<file path="src/rtl/run_detect_pkg.sv">
// Shared types for the run-length detector: FSM state encoding and the run-count width helper.
package run_detect_pkg;

  typedef enum logic [1:0] {
    ST_IDLE = 2'd0,
    ST_RUN  = 2'd1,
    ST_HIT  = 2'd2
  } state_e;

  // Bits needed to hold a run count of 0..run_len inclusive.
  function automatic int cw_of(input int run_len);
    return $clog2(run_len + 1);
  endfunction

endpackage

</file>
<file path="src/rtl/run_detect_sat_cnt.sv">
// Generic saturating up-counter with synchronous clear (clear beats increment).
module run_detect_sat_cnt #(
  parameter int CNT_W = 8
) (
  input  logic             clk,
  input  logic             rst,
  input  logic             clr,
  input  logic             inc,
  output logic [CNT_W-1:0] cnt
);

  localparam logic [CNT_W-1:0] CNT_MAX = '1;
  localparam logic [CNT_W-1:0] CNT_ONE = CNT_W'(1);

  logic [CNT_W-1:0] cnt_q;
  logic [CNT_W-1:0] cnt_d;

  always_comb begin
    cnt_d = cnt_q;
    if (clr) begin
      cnt_d = '0;
    end else if (inc && (cnt_q != CNT_MAX)) begin
      cnt_d = cnt_q + CNT_ONE;
    end
  end

  always_ff @(posedge clk or negedge rst) begin
    if (!rst) begin
      cnt_q <= '0;
    end else begin
      cnt_q <= cnt_d;
    end
  end

  assign cnt = cnt_q;

endmodule

</file>
<file path="src/rtl/run_detect_moore.sv">
// Moore detector flagging RUN_LEN consecutive sampled bits equal to MATCH_VAL.
// Define RUN_DETECT_CNT_EN to add the saturating hit counter (det_clr / det_cnt ports).
module run_detect_moore
  import run_detect_pkg::*;
#(
  parameter int   RUN_LEN   = 4,
  parameter logic MATCH_VAL = 1'b1,
  parameter bit   OVERLAP   = 1'b1,
  parameter int   CNT_W     = 8,
  localparam int  CW        = cw_of(RUN_LEN)
) (
  input  logic          clk,
  input  logic          rst,
  input  logic          en,
  input  logic          inp,
  output logic          outp,
  output logic [CW-1:0] run_len_o
`ifdef RUN_DETECT_CNT_EN
  ,
  input  logic             det_clr,
  output logic [CNT_W-1:0] det_cnt
`endif
);

  if (RUN_LEN < 2) begin : g_bad_run_len
    $error("run_detect_moore: RUN_LEN must be at least 2");
  end
  if (CNT_W < 1) begin : g_bad_cnt_w
    $error("run_detect_moore: CNT_W must be at least 1");
  end

  localparam logic [CW-1:0] K_ONE = CW'(1);
  localparam logic [CW-1:0] K_MAX = CW'(RUN_LEN);

  state_e        state_q, state_d;
  logic [CW-1:0] k_q, k_d;
  logic          outp_q, outp_d;

  always_comb begin
    state_d = state_q;
    k_d     = k_q;
    if (en) begin
      if (inp != MATCH_VAL) begin
        state_d = ST_IDLE;
        k_d     = '0;
      end else begin
        unique case (state_q)
          ST_IDLE: begin
            state_d = ST_RUN;
            k_d     = K_ONE;
          end
          ST_RUN: begin
            k_d = k_q + K_ONE;
            if (k_d == K_MAX) state_d = ST_HIT;
          end
          ST_HIT: begin
            // Overlap keeps re-firing on each extra match; otherwise the run restarts at 1.
            if (OVERLAP != 1'b0) begin
              state_d = ST_HIT;
              k_d     = K_MAX;
            end else begin
              state_d = ST_RUN;
              k_d     = K_ONE;
            end
          end
          default: begin
            state_d = ST_IDLE;
            k_d     = '0;
          end
        endcase
      end
    end
    outp_d = (state_d == ST_HIT);
  end

  always_ff @(posedge clk or negedge rst) begin
    if (!rst) begin
      state_q <= ST_IDLE;
      k_q     <= '0;
      outp_q  <= 1'b0;
    end else begin
      state_q <= state_d;
      k_q     <= k_d;
      outp_q  <= outp_d;
    end
  end

  assign outp      = outp_q;
  assign run_len_o = k_q;

`ifdef RUN_DETECT_CNT_EN
  logic hit_evt;
  assign hit_evt = en && (state_d == ST_HIT);

  run_detect_sat_cnt #(
    .CNT_W(CNT_W)
  ) u_det_cnt (
    .clk(clk),
    .rst(rst),
    .clr(det_clr),
    .inc(hit_evt),
    .cnt(det_cnt)
  );
`endif

endmodule

</file>
<file path="config.mk">
export PLATFORM = sky130hd
export DESIGN_NAME = run_detect_moore
export DESIGN_NICKNAME = d
export VERILOG_FILES = /design/src/rtl/run_detect_pkg.sv /design/src/rtl/run_detect_sat_cnt.sv /design/src/rtl/run_detect_moore.sv
export SDC_FILE = /design/constraint.sdc
export NUM_CORES = 1
export LEC_CHECK = 0
export CAP_MARGIN = 20
export CORE_AREA = 3 3 40 42
export DETAILED_ROUTE_END_ITERATION = 6
export DIE_AREA = 0 0 43 45
export SLEW_MARGIN = 20
export SYNTH_ARGS = -nofsm -noshare
export SYNTH_HDL_FRONTEND = slang
export SYNTH_SLANG_ARGS = --single-unit
export TNS_END_PERCENT = 20
</file>
<file path="constraint.sdc">
create_clock -name clk -period 1.4 [get_ports clk]
set_input_delay 0.28 -clock clk [delete_from_list [all_inputs] [get_ports clk]]
set_output_delay 0.28 -clock clk [all_outputs]
set_load 0.05 [all_outputs]
</file>
==> results.sh, run 1 <==
export IMPL_synth_xor_area_frac=0.0268
export IMPL_path_class="reg -> reg"
export IMPL_die_area_sq_um=1940
export IMPL_setup_tns_ns=0
export IMPL_antenna_found_initial=0
export IMPL_yosys_area_share_adder=0.0766
export IMPL_drtIter0Drc=3
export IMPL_io_buffer_count=7
export IMPL_syn_area_per_cell_sq_um=10.5
export IMPL_crit_required_ns=1.53
export IMPL_layout_drive_gt1_share=0.333
export IMPL_multiInputGateArea_sq_um=169
export IMPL_critPathLaunchType="flip-flop"
export IMPL_hp_class="in -> async"
export IMPL_muxShareOfSynthArea=0
export IMPL_cts_buffers_inserted=3
export IMPL_leakagePower_nw=0.225
export IMPL_first_global_vias=254
export IMPL_coreArea_sq_um=1280
export IMPL_rows=13
export IMPL_vias=261
export IMPL_fin_crit_sh=0.943
export IMPL_cts_htree_levels=1
export IMPL_ir_drop_v=0.000500
export IMPL_synth_compound_area_frac=0.268
export IMPL_hold_buffers=0
export IMPL_cts_tree="built"
export IMPL_setup_slack_ns=0.0791
export IMPL_min_period_ns=1.32
export IMPL_final_nets=49
export IMPL_synth_seq_cells=6
export IMPL_endpoint_kind="flip-flop"
export IMPL_clk_latency_ns=0.24
export IMPL_nFillCells=129
export IMPL_ios=8
export IMPL_synth_simple_area_share=0.107
export IMPL_initial_utilization=0.254
export IMPL_grt_pass1_wl_um=1150
export IMPL_die_w_um=43
export IMPL_synth_net_count=37
export IMPL_grt_max_degree=9
export IMPL_drv_cap=0
export IMPL_arrival_ns=1.45
export IMPL_tightest_slew_ns=0.331
export IMPL_drtAntennaViolNets=0
export IMPL_routabilityCongestion=0.730
export IMPL_dp_slack_ns=-0.0207
export IMPL_n_antenna_cell=0
export IMPL_path_clk_slew_ns=0.05
export IMPL_seq_area_frac_synth=0.460
export IMPL_post_cts_setup_buffers=0
export IMPL_synth_top_family_by_area="compound AO/OA/AOI/OAI gates"
export IMPL_finalSetupViolCount=0
export IMPL_seq_area_sq_um=153
export IMPL_rsz0062_at_grt="false"
export IMPL_syn_cell_area_sq_um=327
export IMPL_finalMaxSlewViolations=0
export IMPL_wirelength_um=675
export IMPL_fmax_ghz=0.757
export IMPL_power_w=0.000467
export IMPL_firstDrtPassIters=2
export IMPL_route_detailed_drc=0
export IMPL_drt_wirelength_per_cell_um=11.8
export IMPL_fin_util=0.389
export IMPL_slew_headroom=0.779
export IMPL_outcome="finished, final reports clean"
export IMPL_finalHoldViolCount=0
export IMPL_critPathMaxFanout=4
export IMPL_synth_distinct_cells=21
export IMPL_p_per_area_nw_per_um2=936
export IMPL_synthCells=31
export IMPL_ys_warn_count=0
export IMPL_clock_root_buffer="clkbuf_4"
export IMPL_holdWs_ns=0.280
export IMPL_fin_skew_ns=0.00593
export IMPL_syn2layout_area_growth_pct=52.9
export IMPL_die_h_um=45
export IMPL_track_usage=0.0847
export IMPL_cts_repair_resize_count=0
export IMPL_cts_max_path_buffers=2
export IMPL_grt_overflow_total=0
export IMPL_vias_per_cell=4.58
export IMPL_clock_sinks=6
==> where the power goes <==
group          total [W]  internal, W  switching, W
Sequential      0.000198     0.000183     0.0000146
Clock           0.000174     0.000108     0.0000661
Combinational  0.0000953    0.0000461     0.0000492
==> worst max-delay path, stage by stage (launching register included) <==
cell and delay [ns]:
dfrtp_2 0.45, ha_4 0.19, xor2_1 0.13, and3_1 0.18
a32o_1 0.25
==> synthesized netlist by cell type, drive strengths merged <==
cell    number  share of area
o41ai        1          0.050
a21oi        1          0.015
o31ai        1          0.023
inv          4          0.046
ha           2          0.077
buf          1          0.015
nor2b        1          0.019
o22ai        1          0.019
a31o         1          0.027
xor2         1          0.027
nand2        1          0.011
o211ai       1          0.023
dfrtp        6           0.46
nand4        1          0.019
nand2b       2          0.038
a32o         2          0.065
o21ai        3          0.046
and3         1          0.019
==> state kept, by name, indices dropped and copies added (netlist names) <==
signal	count
run_len_o	3
state_q	2
outp	1
==> layout make-up <==
cell class,instances,share of cell area
multi-input cells,20,0.338
flip-flops and latches,6,0.306
clock buffers,4,0.0526
inverters,4,0.0301
repair buffers,8,0.236
well taps,15,0.0376
==> cell usage in the layout, fill, tap and decap left out, types with 2 or more instances in the layout <==
cell type        Yosys  final
clkdlybuf4s50_1      0      3
dfrtp_1              6      4
nand2b_1             2      2
dfrtp_2              0      2
inv_1                3      3
o21ai_1              2      2
buf_12               0      4
clkbuf_4             0      3
==> cell families after synthesis <==
| group | count (synthesis) |
|---|---|
| adders and majority gates | 2 |
| xor gates and xnor gates | 1 |
| DFF | 6 |
| and+or+nand+nor | 6 |
| buffers and inverters | 5 |
| AOI/OAI and AO/OA | 11 |
==> worst paths after layout <==
| kind | slack (ns) | to | from | depth (start not counted) |
|---|---|---|---|---|
| setup / recovery | 0.08 | state_q[1] | run_len_o[1] | 4 |
| hold / removal | 0.28 | run_len_o[1] | rst | 1 |
| setup reg to reg | 0.08 | state_q[1] | run_len_o[1] | 4 |
| hold reg to reg | 0.59 | state_q[1] | state_q[1] | 1 |
| max in group asynchronous | 0.88 | run_len_o[0] | rst | 1 |
| min in group clk | 0.59 | state_q[1] | state_q[1] | 1 |
==> through the flow <==
stage / area, sq um / std cells
floorplan: 342 / 31
global placement: 473 / 53
detailed placement: 473 / 53
CTS: 499 / 57
global route: 499 / 57
finish: 499 / 57
==> per-layer routing <==
metal	track usage	up-vias	part of all wire
met5	0	-	0
met2	0.108	4	0.43
met4	0.0723	0	0
met1	0.108	119	0.52
met3	0.0359	0	0.055
li1	-	138	-
Power figures use the tool's default switching activity.
==> run 2: changes to the inputs <==
clock period = 1.5 ns   (was 1.4 ns; I/O delays follow)
==> run 2 against run 1 <==
  * Final cell count rose by 3.5%
  * Non-clock buffer count increased by 2
  * Flip-flop and latch count did not move
  * Sequential power fell by 11%
  * Via count grew 2.3%
  * Clock-buffer cell count did not move
  * Worst setup slack improved by 0.037 ns
  * Clock power fell by 11%
  * Hold slack improved by 0.011 ns
  * Final area increased by 0.50%
  * Routed wire length down 9.5%
  * Largest cell class unchanged
  * Largest power group unchanged
==> results.sh, run 2 (synthesis gave the netlist of run 1 again) <==
export IMPL_outcome="finished, final reports clean"
export IMPL_vias_per_cell=4.53
export IMPL_dp_cells=55
export IMPL_top_layer_used="met3"
export IMPL_critPathMaxFanout=3
export IMPL_clock_sinks=6
export IMPL_rows=13
export IMPL_leakagePower_nw=0.237
export IMPL_cts_buffers_inserted=3
export IMPL_p_per_area_nw_per_um2=858
export IMPL_clock_root_buffer="clkbuf_4"
export IMPL_reg2reg_from="run_len_o[0]"
export IMPL_r2r_cells=4
export IMPL_drt_wirelength_per_cell_um=10.4
export IMPL_initial_utilization=0.254
export IMPL_tightest_slew_ns=0.331
export IMPL_slew_headroom=0.779
export IMPL_min_period_ns=1.38
export IMPL_finalSetupViolCount=0
export IMPL_largest_reg_flops=3
export IMPL_rrSetupSlack_ns=0.12
export IMPL_grt_pass1_wl_um=945
export IMPL_wl_met1_um=314
export IMPL_grt_max_degree=9
export IMPL_first_global_vias=228
export IMPL_die_w_um=43
export IMPL_dr_wl_met2_um=269
export IMPL_layout_drive_gt1_share=0.341
export IMPL_track_usage=0.0706
export IMPL_drv_cap=0
export IMPL_n_antenna_cell=0
export IMPL_hp_class="in -> async"
export IMPL_finalHoldViolCount=0
export IMPL_wirelength_um=611
export IMPL_post_cts_setup_buffers=0
export IMPL_timing_rr_end="state_q[1]"
export IMPL_drtIter0Drc=10
export IMPL_critPathLaunchType="flip-flop"
export IMPL_fmax_ghz=0.723
export IMPL_clk_latency_ns=0.24
export IMPL_die_area_sq_um=1940
export IMPL_final_nets=51
export IMPL_finalMaxSlewViolations=0
export IMPL_setup_tns_ns=0
export IMPL_arrival_ns=1.50
export IMPL_cts_tree="built"
export IMPL_route_detailed_drc=0
export IMPL_syn2layout_area_growth_pct=53.6
export IMPL_power_w=0.000430
export IMPL_final_cell_mix="dfrtp_1 (4), buf_12 (4)"
export IMPL_layout_cells_non_filler=59
export IMPL_routabilityCongestion=0.737
export IMPL_cts_max_path_buffers=2
export IMPL_drtAntennaViolNets=0
export IMPL_ir_drop_v=0.000387
export IMPL_hold_buffers=0
export IMPL_firstDrtPassIters=2
export IMPL_die_h_um=45
export IMPL_fin_skew_ns=0.00658
export IMPL_cts_repair_resize_count=0
export IMPL_setup_slack_ns=0.116
export IMPL_wl_met3_um=27
export IMPL_crit_required_ns=1.62
export IMPL_dp_slack_ns=0.0781
export IMPL_grt_overflow_total=0
export IMPL_fin_util=0.390
export IMPL_path_clk_slew_ns=0.05
export IMPL_io_buffer_count=7
export IMPL_endpoint_kind="flip-flop"
export IMPL_cts_htree_levels=1
export IMPL_fin_crit_sh=0.922
export IMPL_antenna_found_initial=0
export IMPL_vias=267
export IMPL_path_class="reg -> reg"
export IMPL_ios=8
export IMPL_rsz0062_at_grt="false"
export IMPL_coreArea_sq_um=1280
run 2: changes by cell type in the layout (fill, tap and decap cells not counted):
cell   previous run  this run
ha_1              1         2
buf_4             1         3
ha_4              1         0
run 2: layout make-up:
class | count | area, sq um
fillers | 142 | 783
multi-input cells | 20 | 156
clock buffers | 4 | 26.3
repair buffers | 10 | 133
inverters | 4 | 15.0
well taps | 15 | 18.8
flip-flops and latches | 6 | 153
run 2: how the worst max path moves through the flow:
stage / startpoint / endpoint / cells after the start
2_1_floorplan: run_len_o[0] / state_q[1] / 4
3_3_place_gp: inp / run_len_o[0] / 4
3_5_place_dp: inp / run_len_o[0] / 4
4_1_cts: run_len_o[0] / state_q[1] / 4
5_1_grt: run_len_o[0] / state_q[1] / 4
6_report: run_len_o[0] / state_q[1] / 4
run 2: per-layer routing:
metal | GRT usage | up-vias
li1 | - | 139
met1 | 0.104 | 123
met2 | 0.0719 | 5
met3 | 0.0120 | 0
met4 | 0.0904 | 0
met5 | 0 | -
run 2: through the flow:
stage	area, sq um	hold WS [ns]
final	502	0.292
after global routing	502	0.304
after CTS	502	0.288
after detailed placement	475	0.554
after global placement	475	0.547
after floorplan	329	0.00441
run 2: critical path, stage by stage, from the launching register on:
cell,delay (ns)
dfrtp_2,0.40
ha_1,0.25
xor2_1,0.15
and3_1,0.21
a32o_1,0.25
run 2: where the power goes:
| part | internal (W) | switching, W | leakage [nW] |
|---|---|---|---|
| combinational | 0.0000471 | 0.0000512 | 0.145 |
| clock | 0.000100 | 0.0000541 | 0.0150 |
| sequential | 0.000171 | 0.00000636 | 0.0774 |
==> run 3: changes to the inputs <==
SLEW_MARGIN = 10   (was 20)
==> results of run 3 <==
Final layout, timing and power as in run 2 (identical DEF).
